==> src/rtl/clkdiv_multi.sv <==
// Free-running count plus N_CH run-time programmable clock-enable dividers.
// Each channel emits a one-cycle tick every D enabled cycles and a square wave that toggles on every tick.
module clkdiv_multi #(
  parameter int WIDTH   = 32,
  parameter int N_CH    = 4,
  parameter int DIV_W   = 16,
  parameter int DEF_DIV = 1000
) (
  input  logic             clk_i,
  input  logic             rst_ni,
  input  logic             en_i,
  input  logic             load_i,
  input  logic [3:0]       ch_sel_i,
  input  logic [DIV_W-1:0] div_val_i,
  output logic [WIDTH-1:0] clkdiv_o,
  output logic [N_CH-1:0]  tick_o,
  output logic [N_CH-1:0]  sq_o
);

  logic [WIDTH-1:0] clkdiv_q;

  always_ff @(posedge clk_i or negedge rst_ni) begin
    if (!rst_ni) clkdiv_q <= '0;
    else         clkdiv_q <= clkdiv_q + WIDTH'(1);
  end

  assign clkdiv_o = clkdiv_q;

  for (genvar gi = 0; gi < N_CH; gi++) begin : g_ch
    logic [DIV_W-1:0] cnt_q, cnt_d;
    logic [DIV_W-1:0] div_q, div_d;
    logic             tick_q, tick_d;
    logic             sq_q, sq_d;
    logic             sel;

    // Out-of-range channel selects match no channel and are dropped silently.
    assign sel = load_i && (ch_sel_i == 4'(gi));

    always_comb begin
      cnt_d  = cnt_q;
      div_d  = div_q;
      tick_d = 1'b0;
      sq_d   = sq_q;
      if (sel) begin
        div_d = div_val_i;
        cnt_d = '0;
      end else if (!en_i) begin
        cnt_d = cnt_q;
      end else if (div_q == '0) begin
        cnt_d = '0;
      end else if (cnt_q == div_q - DIV_W'(1)) begin
        cnt_d  = '0;
        tick_d = 1'b1;
        sq_d   = ~sq_q;
      end else begin
        cnt_d = cnt_q + DIV_W'(1);
      end
    end

    always_ff @(posedge clk_i or negedge rst_ni) begin
      if (!rst_ni) begin
        cnt_q  <= '0;
        div_q  <= DIV_W'(DEF_DIV);
        tick_q <= 1'b0;
        sq_q   <= 1'b0;
      end else begin
        cnt_q  <= cnt_d;
        div_q  <= div_d;
        tick_q <= tick_d;
        sq_q   <= sq_d;
      end
    end

    assign tick_o[gi] = tick_q;
    assign sq_o[gi]   = sq_q;
  end

endmodule

==> config.mk <==
export PLATFORM = sky130hd
export DESIGN_NAME = clkdiv_multi
export DESIGN_NICKNAME = d
export VERILOG_FILES = /design/src/rtl/clkdiv_multi.sv
export SDC_FILE = /design/constraint.sdc
export NUM_CORES = 1
export LEC_CHECK = 0
export CAP_MARGIN = 25
export CORE_MARGIN = 5
export CORE_UTILIZATION = 45
export DETAILED_ROUTE_END_ITERATION = 6
export PLACE_DENSITY_LB_ADDON = 0.15
export SETUP_SLACK_MARGIN = 0.02
export SLEW_MARGIN = 30
export SYNTH_ARGS = -nofsm -noshare
export SYNTH_HDL_FRONTEND = slang
export SYNTH_SLANG_ARGS = --single-unit
export TNS_END_PERCENT = 10
==> constraint.sdc <==
create_clock -name clk_i -period 7.2 [get_ports clk_i]
set_clock_uncertainty 0.05 [all_clocks]
set_input_delay 1.08 -clock clk_i [delete_from_list [all_inputs] [get_ports clk_i]]
set_output_delay 1.08 -clock clk_i [all_outputs]
set_load 0.01 [all_outputs]
==> results.md, run 1 <==
- Status: complete, no violations
- Slew Limit Fails: 0
- Synth Flop Type: dfrtp_1
- Core area: roughly 22000 µm²
- Sequential area share after synthesis: 0.419
- Startpoint Class: flop
- Post-synth EDFFs: 0
- Number of max-cap violations: 0
- Pin slew with the least headroom to its limit: roughly 0.87 ns
- Synth Net Count: 1065
- Min-Delay Path Class: flop to flop
- Register area: roughly 4200 µm²
- Die Y-Extent: 160 µm
- Die W: between 150 and 200 µm
- WL/cell: 17.4 µm
- Die ar.: around 26000 µm²
- Layout area overhead: 13.3%
- Post_cts resized: 0
- Fraction of layout cells with a size suffix above 1: 0.153
- Highest clock rate: approximately 280 MHz
- Synth unique cells: 79
- Total power: 2.97 mW
- Syn Std Cell Area: just over 10000 µm²
- Post-DR vias/cell: ~5.8
- Met1 wire length: around 12 mm
- # clock sinks: about 170
- Syn_area_per_cell: a little under 10 µm²
- HPWL after DPL: 16.6 mm
- First-pass GRT wire length: 39.2 mm
- Initial antenna violation count: 0
- Max IR drop VDD: 140 µV
- Synth async-reset ratio: 1.00
- Skew-Pair Late Insertion Delay: 0.43 ns
- Via count: around 7.9k
- RSZ-0062 raised after global routing: no
- Area of the multi-input gates: 5540 µm²
- Post-CTS Setup Inserts: 0
- R2r setup slk: roughly 3.6 ns
- Finish-stage setup viols: 0
- Min cycle time layout: about 3.6 ns
- Crit path required time: ~7.4 ns
- Pwr/cell area: between 200 and 300 nW/µm²
- Commonest non-fill, non-tap cell in the layout: dfrtp_1
- Total length of routed met3 wires: approximately 760 µm
- Setup TNS: 0 ns
- H-tree depth: 4
- CTS tree: built
- DR pass1 iterations: 7
- Antenna viol nets, final: 0
- FP Rows: 54
- Crit path max fanout: 20
- Vias in the first global route: roughly 7.6k
- Highest metal used: met4
- Total Routed Length: 23.6 mm
- # hold bufs at CTS: 0
- Ant diodes: 0
- Arrival @ worst endpoint: about 3.8 ns
- DRC: 0
- Largest net degree at the start of global routing: just under 60
- Aggregate global routing overflow: 0
- Clock transition at path regs: 0.07 ns
- Gpl congestion: 0.860
- PortBufs: 63
- CTS root buf: clkbuf_16
- Final period utilization: 0.499
- Net count, final: ~1.1k
- Critical Path Sink Type: flop
- Final Hold Violating Endpoints: 0
- Layout filler cell count: just under 2k
- DRT iter0 DRCs: 458
- GRT Util Overall: 0.185
- Cell count after synthesis: a little over 1k
- Starting Density: 0.461
- WL met2: ~11 mm
- Clock buffer depth: 2
- Worst relative slew slack: 0.419
- Kind of critical path: flop to flop
- Synth warn: 0
- Number of CTS-inserted buffers: 17
- IO Count: 64
- FF+latch count, synth: about 170
- Pleak: 4.62 nW
- Most frequent cells in the layout: dfrtp_1 (144), xnor2_1 (76), nand2_1 (71), nor2_1 (70), nand3_1 (68)
kinds of logic after synthesis:
group	count (synthesis)	synth area share
and+or+nand+nor	416	0.227
DFF	168	0.419
xor gates and xnor gates	124	0.107
AOI/OAI and AO/OA	167	0.124
adders and majority gates	9	0.0111
buffers and inverters	77	0.0346
muxes	71	0.0776
layer usage:
layer	vias to the layer above	global-route usage
met1	3864	0.263
met5	-	0
met4	0	0.0434
met2	144	0.292
met3	24	0.0361
li1	3830	-
path summary, 6_finish.rpt:
check,start,to,cells past startpoint
worst max-delay path,g_ch[3].div_q[0]$_DFFE_PN0P_,g_ch[3].cnt_q[14]$_DFFE_PN0P_,10
worst min-delay path,g_ch[2].sq_q$_DFFE_PN0P_,g_ch[2].sq_q$_DFFE_PN0P_,1
worst max register to register,g_ch[3].div_q[0]$_DFFE_PN0P_,g_ch[3].cnt_q[14]$_DFFE_PN0P_,10
worst min register to register,g_ch[2].sq_q$_DFFE_PN0P_,g_ch[2].sq_q$_DFFE_PN0P_,1
max in group asynchronous,rst_ni,g_ch[1].cnt_q[14]$_DFFE_PN0P_,2
min in group asynchronous,rst_ni,g_ch[3].cnt_q[5]$_DFFE_PN0P_,1
flip-flops by register name (all words and copies together), names as in the netlist:
name and count:
g_ch.sq_q 4, g_ch.tick_q 4, g_ch.div_q 64, g_ch.cnt_q 64
clkdiv_o 32
synth_stat cells (all sizes together), types with 11 or more instances:
library cell | count | share of area
a21oi | 23 | 0.011
a31oi | 24 | 0.015
and3 | 29 | 0.018
buf | 21 | 0.014
clkbuf | 32 | 0.012
dfrtp | 144 | 0.36
dfstp | 24 | 0.062
inv | 24 | 0.0089
mux2 | 59 | 0.066
mux2i | 12 | 0.012
nand2 | 71 | 0.026
nand3 | 68 | 0.034
nand3b | 11 | 0.0082
nand4 | 15 | 0.0093
nor2 | 72 | 0.027
nor3 | 37 | 0.019
nor4 | 17 | 0.016
o21ai | 27 | 0.014
or2 | 11 | 0.0068
or3 | 27 | 0.018
xnor2 | 76 | 0.066
xor2 | 48 | 0.042
power breakdown:
group          switching, mW  total [mW]  internal, mW
combinational          0.365       0.742         0.377
clock                  0.430       0.886         0.456
sequential             0.237        1.34          1.11
total                   1.03        2.97          1.94
worst max-delay path, cell delays in order (launching register included):
cell	delay, ns
dfrtp_1	0.45
inv_1	0.09
ha_1	0.28
or4b_1	0.62
or3_4	0.47
o21ai_2	0.12
nand4_1	0.16
a2111oi_4	0.59
nor2_2	0.32
a41oi_2	0.25
a31oi_1	0.05
area by class of cell:
type | count | share of cell area
Multi-Input combinational cell | 787 | 0.484
Sequential cell | 168 | 0.369
Timing Repair Buffer | 70 | 0.0597
Clock buffer | 17 | 0.0371
Tap cell | 280 | 0.0306
Clock inverter | 15 | 0.0116
Inverter | 24 | 0.00786
metrics by stage:
| step | hold WS (ns) | cell area [µm²] | cells | utilization | setup slack [ns] |
|---|---|---|---|---|---|
| floorplan | 0.393 | 10100 | 1032 | - | 4.11 |
| global placement | 0.407 | 10900 | 1329 | 0.496 | 3.35 |
| detailed placement | 0.410 | 10900 | 1329 | 0.496 | 3.26 |
| CTS | 0.420 | 11500 | 1361 | 0.522 | 3.51 |
| global route | 0.428 | 11500 | 1361 | 0.522 | 3.38 |
| finish | 0.414 | 11500 | 1361 | 0.522 | 3.61 |
Power figures use the tool's default switching activity.
==> inputs of run 2 (changes only) <==
clock period = 2.9 ns   (was 7.2 ns; I/O delays follow)
==> run 2 against run 1 <==
Net effect: the run now ends with negative setup slack left; maximum frequency increased by 24%; clock-buffer cell count is 1 higher; utilization grew 4.7 points; first-iteration DRC count up 6.8%; clock power grew to 2.9 times the previous value; non-clock buffer count increased by 82; critical path depth up 1; combinational power grew to 3.1 times the previous value; routed wire length rose by 4.0%; critical path type unchanged; largest cell class unchanged; highest routed layer unchanged.
==> results.md, run 2 (synthesis results as in run 1) <==
- Crit-path cells: inv_2 > ha_4 > or4b_4 > or3_4 > o211ai_1 > o31ai_2 > a2111oi_4 > buf_6 > nor2_4 > a41oi_2 > a31oi_1
- Number of max-cap violations: 0
- Starting Density: 0.461
- HPWL after DPL: ~17 mm
- CTS tree: built
- Post-DR vias/cell: between 5 and 6
- IO Count: 64
- FP Rows: 54
- Pleak: around 5.1 nW
- # clock sinks: 168
- Final cell area excluding filler cells: 12500 µm²
- H-tree depth: 4
- Die W: approximately 160 µm
- Layout filler cell count: about 1.9k
- Die ar.: approximately 26000 µm²
- Min cycle time layout: 2.90 ns
- Failing checks: negative setup slack
- Crit path max-delay family: simple AND/OR/NAND/NOR gates
- DRC: 0
- Antenna viol nets, final: 0
- DP Worst Slack: -0.197 ns
- Ant diodes: 0
- Initial antenna violation count: 0
- Pin slew with the least headroom to its limit: roughly 0.76 ns
- Final period utilization: 1.00
- Buffers & Inverters on Critical Path: 2
- Setup TNS: -0.000949 ns
- Crit-path max cell delay: about 0.51 ns
- Arrival @ worst endpoint: around 3.1 ns
- Crit path max fanout: 6
- Final Hold Violating Endpoints: 0
- Worst relative slew slack: 0.492
- Startpoint Class: flop
- Largest net degree at the start of global routing: 52
- CTS root buf: clkbuf_16
- Aggregate global routing overflow: 0
- Critical Path Sink Type: flop
- Max IR drop VDD: 378 µV
- DR pass1 iterations: 7
- Min-Delay Path Class: flop to flop
- Core area: about 22000 µm²
- Pwr/cell area: ~650 nW/µm²
- Finish-stage setup viols: 1
- Vias in the first global route: between 8k and 9k
- WHS Path Cells: 1
- Max stage delay cell, worst path: or4b_4
- Number of CTS-inserted buffers: 17
- Dpl cell area: approximately 12000 µm²
- R2r worst-path depth: 11
- Commonest non-fill, non-tap cell in the layout: dfrtp_1
- Fin worst setup slack: -0.000949 ns
- Slew Limit Fails: 0
- DRT iter0 DRCs: 489
- Most frequent cells in the layout: dfrtp_1 (144), buf_4 (79), xnor2_1 (75), nand2_1 (70)
- Total Routed Length: 24.6 mm
- First-pass GRT wire length: about 42 mm
- Net count, final: about 1.2k
- Via count: 8178
- Crit path required time: 3.14 ns
- Skew-Pair Late Insertion Delay: 0.43 ns
- Clock buffer depth: 2
- Status: finished with violations
- Gpl congestion: roughly 0.82
- Layout area overhead: 23.4%
- Highest clock rate: about 340 MHz
- PortBufs: 63
- Critical path depth: 11
- Fraction of layout cells with a size suffix above 1: 0.243
- Die Y-Extent: 160 µm
- RSZ-0062 raised after global routing: yes
- Clock transition at path regs: 0.07 ns
- WL/cell: approximately 17 µm
- Kind of critical path: flop to flop
- GRT Util Overall: 0.195
[run 2: area by class of cell]
cell class	count	area [µm²]	share of cell area
Sequential cell	168	4230	0.339
Tap cell	280	350	0.0281
Clock buffer	18	429	0.0344
Clock inverter	14	221	0.0177
Multi-Input combinational cell	789	5800	0.465
Timing Repair Buffer	152	1360	0.109
Inverter	24	90.1	0.00722
[run 2: through the flow]
stage / power, mW / hold WS (ns) / cells / utilization
2_1_floorplan: 4.75 / 0.0894 / 1032 / -
5_1_grt: 8.55 / 0.433 / 1445 / 0.569
3_3_place_gp: 5.42 / 0.361 / 1402 / 0.525
6_report: 8.07 / 0.417 / 1445 / 0.569
4_1_cts: 8.07 / 0.422 / 1436 / 0.558
3_5_place_dp: 5.46 / 0.371 / 1402 / 0.525
[run 2: repair_timing]
| item | in CTS | in global routing |
|---|---|---|
| gates cloned | 0 | 2 |
| buffers inserted | 1 | 7 |
| hold endpoints to repair | 37 | 0 |
| pin swaps | 5 | 20 |
| resized for setup | 17 | 37 |
| endpoints found under the setup margin | 48 | 62 |
| hold buffers | 1 | 0 |
[run 2: routing by layer]
layer | vias up | routed length [µm] | track usage | share of wire
li1 | 4005 | - | - | -
met4 | 0 | 298 | 0.0465 | 0.012
met3 | 26 | 1010 | 0.0425 | 0.041
met2 | 159 | 11100 | 0.307 | 0.45
met5 | - | 0 | 0 | 0
met1 | 3988 | 12100 | 0.277 | 0.49
[run 2: path summary, 6_finish.rpt]
path                                                   start                            end  slack (ns)
worst min-delay path                g_ch[2].sq_q$_DFFE_PN0P_       g_ch[2].sq_q$_DFFE_PN0P_        0.42
worst max register to register  g_ch[3].div_q[1]$_DFFE_PN0P_   g_ch[3].cnt_q[7]$_DFFE_PN0P_     -0.0009
min in group asynchronous                             rst_ni  g_ch[3].cnt_q[15]$_DFFE_PN0P_        0.46
max in group asynchronous                             rst_ni   g_ch[1].div_q[3]$_DFFE_PN1P_        1.56
worst min register to register      g_ch[2].sq_q$_DFFE_PN0P_       g_ch[2].sq_q$_DFFE_PN0P_        0.42
worst max-delay path            g_ch[3].div_q[1]$_DFFE_PN0P_   g_ch[3].cnt_q[7]$_DFFE_PN0P_     -0.0009
[run 2: worst register-to-register path, cell delays in order, from the launching register on]
cell,delay [ns]
dfrtp_1,0.42
inv_2,0.09
ha_4,0.13
or4b_4,0.51
or3_4,0.37
o211ai_1,0.21
o31ai_2,0.12
a2111oi_4,0.36
buf_6,0.20
nor2_4,0.07
a41oi_2,0.18
a31oi_1,0.06
[run 2: report_power, final]
group / total, mW / switching [mW] / internal [mW] / leakage [nW]
Combinational: 2.30 / 1.11 / 1.19 / 2.68
Sequential: 3.24 / 0.492 / 2.75 / 2.15
Clock: 2.54 / 0.999 / 1.54 / 0.313
==> inputs of run 3 (changes only) <==
MAX_ROUTING_LAYER = met4   (was unset)
SLEW_MARGIN = 5   (was 30)
==> run 3 against run 2 <==
Net effect: via count decreased by 0.17%; highest routed layer unchanged; the flow still finishes with violations (negative setup slack); worst hold slack about the same; largest cell class unchanged; non-clock buffer count increased by 1; critical path type unchanged.
==> results.md, run 3 (synthesis results as in run 1) <==
- WL/cell: around 17 µm
- Dpl cell area: about 12000 µm²
- Fin worst setup slack: -0.0332 ns
- Gpl congestion: between 0.8 and 0.9
- Layout filler cell count: approximately 1.9k
- Slew Limit Fails: 0
- Crit path max-delay family: simple AND/OR/NAND/NOR gates
- CTS root buf: clkbuf_16
- Total power: 8.06 mW
- Pleak: a little over 5 nW
- Finish-stage setup viols: 2
- Area of the multi-input gates: approximately 5800 µm²
- Startpoint Class: flop
- Status: finished with violations
- Largest net degree at the start of global routing: 52
- DR pass1 iterations: 5
- Vias in the first global route: approximately 8.1k
- Fraction of layout cells with a size suffix above 1: 0.243
- HPWL after DPL: between 15 and 20 mm
- Combinational power share: 0.283
- Aggregate global routing overflow: 0
- Pwr/cell area: around 650 nW/µm²
- Die Y-Extent: between 150 and 200 µm
- Commonest non-fill, non-tap cell in the layout: dfrtp_1
- Clk pwr share: 0.315
- IO Count: 64
- Core area: 22000 µm²
- Number of CTS-inserted buffers: 17
- DRC: 0
- Clock buffer depth: 2
- Min-Delay Path Class: flop to flop
- Clock transition at path regs: 0.07 ns
- Switch Pwr: 2.59 mW
- Net count, final: 1186
- Crit path required time: between 3 and 4 ns
- PortBufs: 63
- Layout area overhead: 23.2%
- Final cell area excluding filler cells: 12500 µm²
- RSZ-0062 raised after global routing: yes
- Skew-Pair Late Insertion Delay: roughly 0.44 ns
- Die W: 160 µm
- DRT iter0 DRCs: 497
- Via count: 8164
- Highest clock rate: between 300 and 400 MHz
- FP Rows: 54
- Initial antenna violation count: 0
- Most frequent cells in the layout: dfrtp_1 (143), buf_4 (83), xnor2_1 (75), nand2_1 (70), nor2_1 (69)
- Final Hold Violating Endpoints: 0
- Min cycle time layout: 2.93 ns
- Buffers & Inverters on Critical Path: 2
- Total Routed Length: about 25 mm
- Sw Share: 0.321
- Critical Path Sink Type: flop
- DP Worst Slack: -0.197 ns
- Arrival @ worst endpoint: between 3 and 4 ns
- Max stage delay cell, worst path: or4b_4
- Die ar.: ~26000 µm²
- Crit path max fanout: 6
- Max IR drop VDD: 380 µV
- Failing checks: negative setup slack
- GRT Util Overall: 0.201
- Kind of critical path: flop to flop
- Crit-path cells: inv_2 > ha_4 > or4b_4 > or3_4 > o211ai_1 > o31ai_2 > a2111oi_4 > buf_4 > nor2_4 > a41oi_2 > a31oi_1
- # clock sinks: 168
- CTS tree: built
- Starting Density: 0.461
- Crit-path max cell delay: 0.51 ns
- H-tree depth: 4
- Post-DR vias/cell: between 5 and 6
- Setup TNS: -0.0368 ns
- First-pass GRT wire length: 41.6 mm
- Number of max-cap violations: 0
- Ant diodes: 0
- Internal power: ~5.5 mW
- Worst relative slew slack: 0.476
- Antenna viol nets, final: 0
- Pin slew with the least headroom to its limit: about 0.79 ns
- Register area: 4240 µm²
- Seq pwr share: 0.402
- Final period utilization: 1.01
[run 3: timing repair]
item	in CTS	in global routing
pin swaps	5	16
resized for setup	17	31
hold buffers	1	0
setup buffers	1	8
cloned	0	2
setup endpoints to repair	48	62
hold endpoints to repair	37	0
[run 3: layout make-up]
type,instances,share of cell area
clock inverter,14,0.0178
tap,280,0.0281
clock buffer,18,0.0344
timing repair buffer,153,0.109
inverter,24,0.00723
multi-input combinational,789,0.464
sequential,168,0.340
[run 3: per-stage QoR]
step / util / hold slack (ns) / std cells
2_1_floorplan: - / 0.0894 / 1032
3_3_place_gp: 0.525 / 0.361 / 1402
3_5_place_dp: 0.525 / 0.371 / 1402
4_1_cts: 0.558 / 0.422 / 1436
5_1_grt: 0.568 / 0.433 / 1446
6_report: 0.568 / 0.417 / 1446
[run 3: routing by layer]
layer | global-route usage | vias up | wire length [µm]
met5 | - | - | 0
met3 | 0.0387 | 24 | 804
met2 | 0.307 | 132 | 11200
met1 | 0.278 | 4002 | 12200
met4 | 0.0477 | 0 | 317
li1 | - | 4006 | -
[run 3: power groups by stage]
stage | clock (mW) | sequential, mW | combinational, mW
6_report | 2.54 | 3.24 | 2.29
3_3_place_gp | 0 | 3.26 | 2.16
3_5_place_dp | 0 | 3.27 | 2.19
5_1_grt | 2.68 | 3.31 | 2.55
2_1_floorplan | 0 | 3.10 | 1.64
4_1_cts | 2.60 | 3.23 | 2.24
[run 3: worst paths after layout]
kind                                              start                             to  slack (ns)  cells after the start
max                        g_ch[3].div_q[1]$_DFFE_PN0P_   g_ch[3].cnt_q[7]$_DFFE_PN0P_       -0.03                     11
min                            g_ch[0].sq_q$_DFFE_PN0P_       g_ch[0].sq_q$_DFFE_PN0P_        0.42                      1
max reg2reg                g_ch[3].div_q[1]$_DFFE_PN0P_   g_ch[3].cnt_q[7]$_DFFE_PN0P_       -0.03                     11
min reg2reg                    g_ch[0].sq_q$_DFFE_PN0P_       g_ch[0].sq_q$_DFFE_PN0P_        0.42                      1
max in group asynchronous                        rst_ni   g_ch[1].div_q[3]$_DFFE_PN1P_        1.57                      3
min in group asynchronous                        rst_ni  g_ch[3].cnt_q[15]$_DFFE_PN0P_        0.46                      2
